## src/rtl/pe_pkg.sv

```systemverilog
// Shared PE-array definitions: instruction/algorithm encodings, legal packing
// widths and the coefficient packer state type.
package pe_pkg;

  typedef enum logic [3:0] {
    PE_NOP    = 4'd0,
    PE_NTT    = 4'd1,
    PE_INTT   = 4'd2,
    PE_PWM    = 4'd3,
    PE_ADD    = 4'd4,
    PE_SUB    = 4'd5,
    PE_CMP_1  = 4'd6,
    PE_CMP_4  = 4'd7,
    PE_CMP_5  = 4'd8,
    PE_CMP_10 = 4'd9,
    PE_CMP_11 = 4'd10,
    PE_DCMP   = 4'd11
  } pe_instr_t;

  typedef enum logic [1:0] {
    ALG_MLKEM = 2'd0,
    ALG_MLDSA = 2'd1
  } pe_alg_t;

  localparam logic [3:0] D_1  = 4'd1;
  localparam logic [3:0] D_4  = 4'd4;
  localparam logic [3:0] D_5  = 4'd5;
  localparam logic [3:0] D_10 = 4'd10;
  localparam logic [3:0] D_11 = 4'd11;
  localparam logic [3:0] D_12 = 4'd12;

  typedef enum logic [1:0] {
    IDLE  = 2'd0,
    RUN   = 2'd1,
    FLUSH = 2'd2
  } pack_state_t;

  // Anything outside the compress/plain widths packs as full 12-bit coefficients.
  function automatic logic [3:0] d_legal(input logic [3:0] d);
    case (d)
      D_1, D_4, D_5, D_10, D_11, D_12: return d;
      default:                         return D_12;
    endcase
  endfunction

endpackage

```

## src/rtl/coef_packer_if.sv

```systemverilog
// Coefficient-in / packed-word-out handshake bundle for coef_packer.
interface coef_packer_if #(
  parameter int NUM   = 4,
  parameter int WIDTH = 32,
  parameter int OUT_W = 32
);

  logic                       in_valid;
  logic                       in_ready;
  logic [NUM-1:0][WIDTH-1:0]  in_data;
  logic                       in_last;
  logic                       out_valid;
  logic                       out_ready;
  logic [OUT_W-1:0]           out_data;
  logic                       out_last;

  modport master (
    output in_valid, in_data, in_last, out_ready,
    input  in_ready, out_valid, out_data, out_last
  );

  modport slave (
    input  in_valid, in_data, in_last, out_ready,
    output in_ready, out_valid, out_data, out_last
  );

endinterface

```

## src/rtl/coef_lane_merge.sv

```systemverilog
// Concatenates the low d bits of each lane, lane 0 at bit 0 (ByteEncode_d order).
module coef_lane_merge #(
  parameter int NUM   = 4,
  parameter int WIDTH = 32
) (
  input  logic [NUM-1:0][WIDTH-1:0] in_data,
  input  logic [3:0]                d,
  output logic [NUM*12-1:0]         p
);

  localparam int PW = NUM * 12;

  logic [11:0] mask;

  assign mask = 12'((13'd1 << d) - 13'd1);

  always_comb begin
    p = '0;
    for (int k = 0; k < NUM; k++) begin
      p = p | (PW'(in_data[k][11:0] & mask) << (k * int'(d)));
    end
  end

endmodule

```

## src/rtl/coef_packer.sv

```systemverilog
// Bit packer: NUM lanes of d-bit coefficients into OUT_W-bit words, zero-padded flush.
// Optional sticky lane range check enabled by COEF_PACKER_RANGE_CHK_EN.
module coef_packer
  import pe_pkg::*;
#(
  parameter int NUM   = 4,
  parameter int WIDTH = 32,
  parameter int OUT_W = 32,
  parameter int BUF_W = 96
) (
  input  logic                clk,
  input  logic                rst,
  input  logic [3:0]          d_sel,
  coef_packer_if.slave        bus,
  output logic                busy,
  output logic                range_err
);

  localparam int CNT_W = $clog2(BUF_W + 1);
  localparam int PW    = NUM * 12;

  pack_state_t       state, state_nxt;
  logic [BUF_W-1:0]  bit_buf, buf_nxt;
  logic [CNT_W-1:0]  cnt, cnt_nxt, cnt_pop;
  logic [CNT_W-1:0]  beat_bits, pop_bits;
  logic [3:0]        d_reg, d_eff;
  logic [PW-1:0]     p;
  logic              push, pop;

  // In IDLE the first beat must already pack with the width being latched.
  assign d_eff     = (state == IDLE) ? d_legal(d_sel) : d_reg;
  assign beat_bits = CNT_W'(NUM * int'(d_eff));

  coef_lane_merge #(
    .NUM   (NUM),
    .WIDTH (WIDTH)
  ) u_merge (
    .in_data (bus.in_data),
    .d       (d_eff),
    .p       (p)
  );

  assign bus.out_valid = (cnt >= CNT_W'(OUT_W)) || ((state == FLUSH) && (cnt != '0));
  assign bus.out_last  = (state == FLUSH) && (cnt <= CNT_W'(OUT_W));
  assign bus.out_data  = bit_buf[OUT_W-1:0];

  assign pop      = bus.out_valid && bus.out_ready;
  assign pop_bits = !pop ? '0 : (bus.out_last ? cnt : CNT_W'(OUT_W));
  assign cnt_pop  = cnt - pop_bits;

  // Room is judged after this cycle's pop, so in_ready depends on out_ready.
  assign bus.in_ready = rst && (state != FLUSH) &&
                        ((int'(cnt_pop) + int'(beat_bits)) <= BUF_W);
  assign push = bus.in_valid && bus.in_ready;

  assign buf_nxt = (bit_buf >> pop_bits) | (push ? (BUF_W'(p) << cnt_pop) : '0);
  assign cnt_nxt = cnt_pop + (push ? beat_bits : '0);

  assign busy = (state != IDLE);

  always_comb begin
    state_nxt = state;
    case (state)
      IDLE:    if (push) state_nxt = bus.in_last ? FLUSH : RUN;
      RUN:     if (push && bus.in_last) state_nxt = FLUSH;
      FLUSH:   if ((pop && bus.out_last) || (cnt == '0)) state_nxt = IDLE;
      default: state_nxt = IDLE;
    endcase
  end

  always_ff @(posedge clk or negedge rst) begin
    if (!rst) begin
      state   <= IDLE;
      bit_buf <= '0;
      cnt     <= '0;
      d_reg   <= '0;
    end else begin
      state   <= state_nxt;
      bit_buf <= buf_nxt;
      cnt     <= cnt_nxt;
      if (state == IDLE) d_reg <= d_legal(d_sel);
    end
  end

`ifdef COEF_PACKER_RANGE_CHK_EN
  logic lane_over;

  always_comb begin
    lane_over = 1'b0;
    for (int k = 0; k < NUM; k++) begin
      if ((bus.in_data[k] >> d_eff) != '0) lane_over = 1'b1;
    end
  end

  // Sticky for the whole polynomial; cleared as the packer returns to IDLE.
  always_ff @(posedge clk or negedge rst) begin
    if (!rst) begin
      range_err <= 1'b0;
    end else if ((state == FLUSH) && (state_nxt == IDLE)) begin
      range_err <= 1'b0;
    end else if (push && lane_over) begin
      range_err <= 1'b1;
    end
  end
`else
  assign range_err = 1'b0;
`endif

endmodule

```

## src/flat_wrapper.sv

```systemverilog
// flat-port wrapper written by rule: the top's interface ports become plain ports
module coef_packer_flat import pe_pkg::*;
#(
  parameter int NUM   = 4,
  parameter int WIDTH = 32,
  parameter int OUT_W = 32,
  parameter int BUF_W = 96
)
  (clk, rst, d_sel, busy, range_err, bus_in_valid, bus_in_data, bus_in_last, bus_out_ready, bus_in_ready, bus_out_valid, bus_out_data, bus_out_last);
  coef_packer_if #(.NUM(NUM), .WIDTH(WIDTH), .OUT_W(OUT_W)) bus_i ();
  input  logic clk;
  input  logic rst;
  input  logic [3:0] d_sel;
  output logic busy;
  output logic range_err;
  input wire logic [$bits(bus_i.in_valid)-1:0] bus_in_valid;
  input wire logic [$bits(bus_i.in_data)-1:0] bus_in_data;
  input wire logic [$bits(bus_i.in_last)-1:0] bus_in_last;
  input wire logic [$bits(bus_i.out_ready)-1:0] bus_out_ready;
  output wire logic [$bits(bus_i.in_ready)-1:0] bus_in_ready;
  output wire logic [$bits(bus_i.out_valid)-1:0] bus_out_valid;
  output wire logic [$bits(bus_i.out_data)-1:0] bus_out_data;
  output wire logic [$bits(bus_i.out_last)-1:0] bus_out_last;
  assign bus_i.in_valid = bus_in_valid;
  assign bus_i.in_data = bus_in_data;
  assign bus_i.in_last = bus_in_last;
  assign bus_i.out_ready = bus_out_ready;
  assign bus_in_ready = bus_i.in_ready;
  assign bus_out_valid = bus_i.out_valid;
  assign bus_out_data = bus_i.out_data;
  assign bus_out_last = bus_i.out_last;
  coef_packer #(.NUM(NUM), .WIDTH(WIDTH), .OUT_W(OUT_W), .BUF_W(BUF_W)) u_core (.clk(clk), .rst(rst), .d_sel(d_sel), .bus(bus_i), .busy(busy), .range_err(range_err));
endmodule
```

## config.mk

```make
export PLATFORM = sky130hd
export DESIGN_NAME = coef_packer_flat
export DESIGN_NICKNAME = d
export VERILOG_FILES = /design/src/rtl/pe_pkg.sv /design/src/rtl/coef_packer_if.sv /design/src/rtl/coef_lane_merge.sv /design/src/rtl/coef_packer.sv /design/src/flat_wrapper.sv
export SDC_FILE = /design/constraint.sdc
export NUM_CORES = 1
export LEC_CHECK = 0
export ABC_AREA = 1
export BUFFER_PORTS_ARGS = -buffer_cell sky130_fd_sc_hd__buf_2
export CAP_MARGIN = 25
export CORE_MARGIN = 3
export CORE_UTILIZATION = 45
export DETAILED_ROUTE_END_ITERATION = 10
export REMOVE_ABC_BUFFERS = 1
export SLEW_MARGIN = 20
export SYNTH_ARGS = -nofsm -noshare
export SYNTH_HDL_FRONTEND = slang
export SYNTH_SLANG_ARGS = --single-unit
```

## constraint.sdc

```tcl
create_clock -name clk -period 11.4 [get_ports clk]
set_clock_uncertainty 0.2 [all_clocks]
set_input_delay 0.57 -clock clk [delete_from_list [all_inputs] [get_ports clk]]
set_output_delay 0.57 -clock clk [all_outputs]
set_load 0.01 [all_outputs]
```

; ---- Word-level counts from Yosys, hierarchy flattened
; Index checks and enable logic that the tools add are counted.
; Widths: inputs -> output; s select.
[classes]
reduce_logical = 16
n_eq_ne = 12
n_shift = 6
n_mux = 11
n_lt_le_gt_ge = 3
bitwise = 8
n_addsub = 4
mul = 1
n_div = 0
[op_table]
columns = op, count
row1 = $mux 96, 1
row2 = $or 48x48->48, 2
row3 = $or 96x96->96, 1
row4 = $shl 48x7->96, 1
row5 = $shr 96x7->96, 1
row6 = $and 12x12->12, 4
row7 = $or 12x48->48, 1
row8 = $shl 12x4->48, 1
row9 = $shl 12x5->48, 1
row10 = $shl 12x6->48, 1
row11 = $le 32x8->1 const B, 1
row12 = $mux 7, 2
row13 = $eq 4x4->1 const B, 3
row14 = $shl 1x4->12 const A, 1
row15 = $sub 12x1->12 const B, 1
row16 = $add 7x6->8, 1
row17 = $eq 4x3->1 const B, 2
row18 = $logic_and 1x1->1, 8
row19 = $mux 2, 4
row20 = $mux 4, 2
row21 = $add 7x7->7, 1
row22 = $ge 7x6->1 const B, 1
row23 = $le 7x6->1 const B, 1
row24 = $logic_not 7->1, 1
row25 = other kinds (15), 18
[totals]
ram_bits = 0
rom_bits = 0
register_bits = 109
output_inout_bits = 37
memories = 0
latchBits = 0

; ---- Logic depth before layout (Yosys ltp)
[logic_depth]
word_depth = 14
depth_mapped = 37

; ---- Hierarchy
; From an unflattened synthesis, not the netlist that was laid out.
[unflattened]
hier_cells = 3695
area_unflattened_um2 = 19500.0
[by_module_without_submodules]
columns = module, cells_each, instances, seq_area_each_um2, area_each_um2
row1 = coef_packer, 2920, 1, 2727.6, 15813.9
row2 = coef_lane_merge, 775, 1, 0.0, 3686.0

; ---- Least setup slack after synthesis
; OpenSTA, ideal clock, no wires.
[synth_path]
path_type = reg2reg
startpoint = reg u_core.cnt[1]
endpoint = reg u_core.cnt[6]
setup_time_ps = 79
path_stages_with_launch = 35
path_buffers = 5
arrival_ps = 5681
path_slack_ps = 5440
path_cell_list = dfrtp_1 nor4_2 nand3_1 o21ai_0 nand2_1 nor2_2 inv_1 nor2_1 inv_2 buf_2 buf_2 buf_2 ha_1 a21oi_1 o21ai_1 xor2_2 inv_1 clkbuf_1 buf_2 ha_1 nand2_1 nor2_1 a211oi_1 xor2_1 nand3_1 nand2_1 nor2_4 inv_1 nor2_1 ha_1 fa_1 nand2_1 nand2_1 a21oi_1 xor2_1
[synth_via]
elab_chain_len = 12
[synth_lines]
columns = element, line
row1 = "start, declared", coef_packer.sv:24  ; logic [CNT_W-1:0] cnt, cnt_nxt, cnt_pop;
row2 = "start signal, assigned", coef_packer.sv:80  ; cnt <= cnt_nxt;
row3 = "parallel branches: the longest is 5 deep, another holds $le 7x6->1", --
row4 = $sub 7x7->7 (*), coef_packer.sv:49  ; assign cnt_pop = cnt - pop_bits;
row5 = $add 7x6->8, coef_packer.sv:53  ; ((int'(cnt_pop) + int'(beat_bits)) <= BUF_W);
row6 = $le 32x8->1, coef_packer.sv:53
row7 = $logic_and 1x1->1, coef_packer.sv:52  ; assign bus.in_ready = rst && (state != FLUSH) &&
row8 = $logic_and 1x1->1, coef_packer.sv:54  ; assign push = bus.in_valid && bus.in_ready;
row9 = $mux 6, coef_packer.sv:57  ; assign cnt_nxt = cnt_pop + (push ? beat_bits : '0);
row10 = $add 7x7->7 (*), coef_packer.sv:57
row11 = net u_core.cnt_nxt[6], coef_packer.sv:24
; Mark *: on every way through the listed nets, which the timed path passes.
; A chain may end at the register's enable or synchronous reset.

; ---- Final worst setup path
[layout_path]
startpoint = reg u_core.cnt[1]
endpoint = reg u_core.bit_buf[15]
[layout_via]
elab_chain_len = 12
[layout_lines]
columns = element, line
row1 = "parallel branches: the longest is 11 deep, another holds $le 32x8->1", --
row2 = $or 96x96->96 (*), coef_packer.sv:56  ; assign buf_nxt = (bit_buf >> pop_bits) | (push ? (BUF_W'(p) << cnt_pop) : '0);
row3 = net u_core.buf_nxt[15], coef_packer.sv:23  ; logic [BUF_W-1:0] bit_buf, buf_nxt;
row4 = "end signal, assigned", coef_packer.sv:79  ; bit_buf <= buf_nxt;
row5 = "end, declared", coef_packer.sv:23
; Marked as above.

==> results by group <==
Run status
  • Outcome: completed

Critical path
  • CP Data Arrival Time: 8.00 ns
  • Crit path max fanout: 58
  • Most used cell, CP: nand2_1
  • Worst path slowest cell: inv_2
  • Largest delay share family, worst path: simple AND/OR/NAND/NOR gates
  • WP data required: 11.51 ns
  • Slowest stage delay, CP: 0.65 ns
  • Worst setup path category: reg2reg
  • Setup crit end kind: register
  • Critical Path Start Type: register
  • Worst Path Buf+Inv: 6

STA
  • Post-route minimum period: 7.90 ns
  • Worst Tran Pin Value: 1.03 ns
  • Fin. Hold Viols: 0
  • Period utilization: 69.3%
  • RSZ-0062 raised after global routing: no
  • Rel. slew slack: 30.8%
  • Pins over their slew limit: 0
  • # setup viols final: 0
  • Maximum clock rate: 127 MHz

Global routing
  • Largest net degree at the start of global routing: 92
  • Initial antenna violation count: 6
  • Global route total overflow: 0
  • Total Routing Usage GR: 39.9%
  • Vias in the first global route: 20100
  • First-pass GRT wire length: 126 mm

Logic synthesis
  • Number of flops mapped to enable cells by yosys: 0
  • Ys flop type: dfrtp_1
  • Seq/Total Area, Yosys: 15.6%
  • Ys Warns: 0
  • Post-synthesis cell area: 17500 um2
  • Fraction of registers with async set/reset: 100%
  • Top post-synthesis cells by area: nand3_1 24%, nand2_1 19%, dfrtp_1 16%
  • Post-synth top area share: 23.7%
  • Synth Register Bits: 109
  • Mapped Cells: 3158
  • Synth area leader: nand3_1
  • Post-Syn Area per Cell: 5.55 um2
  • Cell variety after synth: 61

Finish
  • Post-layout nets: 3187
  • Area growth syn-to-layout: 2.84%
  • Filler cell count: 4351
  • Final Util: 47.4%
  • Multi-input logic area: 12900 um2
  • FF+latch area: 2730 um2
  • Layout cell share with drive strength beyond 1: 8.50%
  • Number of flip-flops in the largest register: 96

Hold path
  • Worst hold path type: in2async

Floorplan
  • Row Count: 71
  • Initial Util: 46.1%
  • DIE HEIGHT: 203 um
  • Core ar.: 38000 um2
  • IO Count: 174
  • Die area: 41300 um2
  • Die X-Extent: 203 um

Clock tree
  • Post-CTS Setup Bufs: 0
  • CTS root buffer: clkbuf_16
  • CTS HTree Levels: 3
  • Max clock buf depth: 2
  • CTS tree: done
  • Hold_buf cts: 0
  • Num Clock Sinks: 109
  • Post_cts resized: 0
  • Skew-Pair Late Insertion Delay: 0.39 ns
  • Worst-path clk slew: 0.08 ns
  • Cts bufs inserted: 9

Drt
  • Iteration-0 DRC Markers: 3452
  • Final wirelength: 84.6 mm
  • Pre-antenna DRT Iters: 7
  • Routed WL per cell: 23.8 um
  • Vias: 22600
  • Mean number of vias per cell: 6.36
  • # DRC: 0
  • Antenna-violating nets left: 0

Place
  • DPL Wire Length: 66.1 mm
  • PortBufs: 92
  • RD Place Congestion: 1.05

Run
  • Max Cap Violations: 0
==> per-layer routing <==
layer	global-route usage, %	vias to the layer above	wire, um	share of wire [%]
met5	1.90	-	127	0.15
met4	14.1	6	3830	4.5
met3	10.9	243	10100	12
met2	60.4	1425	36000	43
met1	54.4	10400	34600	41
li1	-	10500	-	-
==> logic make-up after synthesis <==
group                    count (synthesis)  share of synthesized area, %
AO/OA/AOI/OAI                          502                          15.6
flip-flops                             109                          15.6
AND/OR/NAND/NOR                       2006                          52.2
multiplexers                            51                          2.91
XOR/XNOR                                11                         0.743
adder cells (fa/ha/maj)                 20                          1.56
buffers and inverters                  458                          11.3
other                                    1                        0.0214
==> path summary, 6_finish.rpt <==
check / startpoint / endpoint / slack, ns / cells after the start
max: u_core.cnt[1] / u_core.bit_buf[15] / 3.50 / 30
min: rst / u_core.bit_buf[2] / 0.07 / 1
max reg2reg: u_core.cnt[1] / u_core.bit_buf[15] / 3.50 / 30
min reg2reg: u_core.state[1] / u_core.state[1] / 0.37 / 1
max in group asynchronous: rst / u_core.bit_buf[73] / 9.68 / 2
min in group clk: bus_in_last / u_core.state[0] / 0.20 / 2
==> synthesized netlist by cell type, types with 4 or more instances <==
library cell,number
nor3_1,7
nand2_2,11
o21ai_0,324
nor2_1,95
inv_1,171
buf_1,53
or2_1,6
o211ai_1,41
nand4_1,86
nor2_4,10
nor2_2,4
buf_6,4
dfrtp_1,109
nand3_2,10
inv_2,22
ha_1,17
xor2_1,7
nand2_1,901
or2_2,32
mux2i_1,51
clkbuf_1,94
o21ai_1,59
nand3_1,830
o21a_1,8
buf_4,36
nand2_4,5
buf_2,74
a21oi_1,41
==> stage by stage <==
step / instance area, um2 / hold WS, ns / setup WS, ns / setup TNS (ns) / cells
after floorplan: 16300 / 0.0744 / -0.840 / -50.50 / 2897
after global placement: 17700 / 0.308 / 3.50 / 0 / 3529
after detailed placement: 17700 / 0.362 / 3.40 / 0 / 3529
after CTS: 18000 / 0.104 / 3.35 / 0 / 3545
after global routing: 18000 / 0.139 / 3.01 / 0 / 3546
final: 18000 / 0.0702 / 3.50 / 0 / 3547
==> layout by cell type (no fill, tap or decap), types with 3 or more instances in the layout <==
| master | instances |
|---|---|
| nand2_1 | 897 |
| nand3_1 | 830 |
| o21ai_0 | 324 |
| inv_1 | 170 |
| dfrtp_1 | 109 |
| nor2_1 | 94 |
| buf_2 | 91 |
| nand4_1 | 86 |
| o21ai_1 | 57 |
| mux2i_1 | 51 |
| a21oi_1 | 41 |
| o211ai_1 | 41 |
| or2_2 | 32 |
| buf_4 | 30 |
| inv_2 | 22 |
| ha_1 | 17 |
| nand2_2 | 12 |
| nor2_4 | 11 |
| nand3_2 | 10 |
| clkbuf_16 | 9 |
| nand2_4 | 8 |
| o21a_1 | 8 |
| nor3_1 | 7 |
| or2_1 | 6 |
| xor2_1 | 6 |
| nor2_2 | 4 |
| xor2_4 | 3 |
| clkinv_1 | 3 |
| a22oi_1 | 3 |
| a31oi_1 | 3 |
| o31ai_1 | 3 |
| o22ai_1 | 3 |
==> final cells by class <==
class                           count  share of cell area (%)
Antenna cell                        1                  0.0139
Clock buffer                        9                    1.25
Clock inverter                      7                   0.479
Inverter                          197                    4.13
Multi-Input combinational cell   2591                    71.6
Sequential cell                   109                    15.1
Tap cell                          511                    3.55
Timing Repair Buffer              122                    3.89
Power is left out: the tool's default activity adds up to more than one toggle a clock period on the data nets, which glitch-free logic cannot reach.
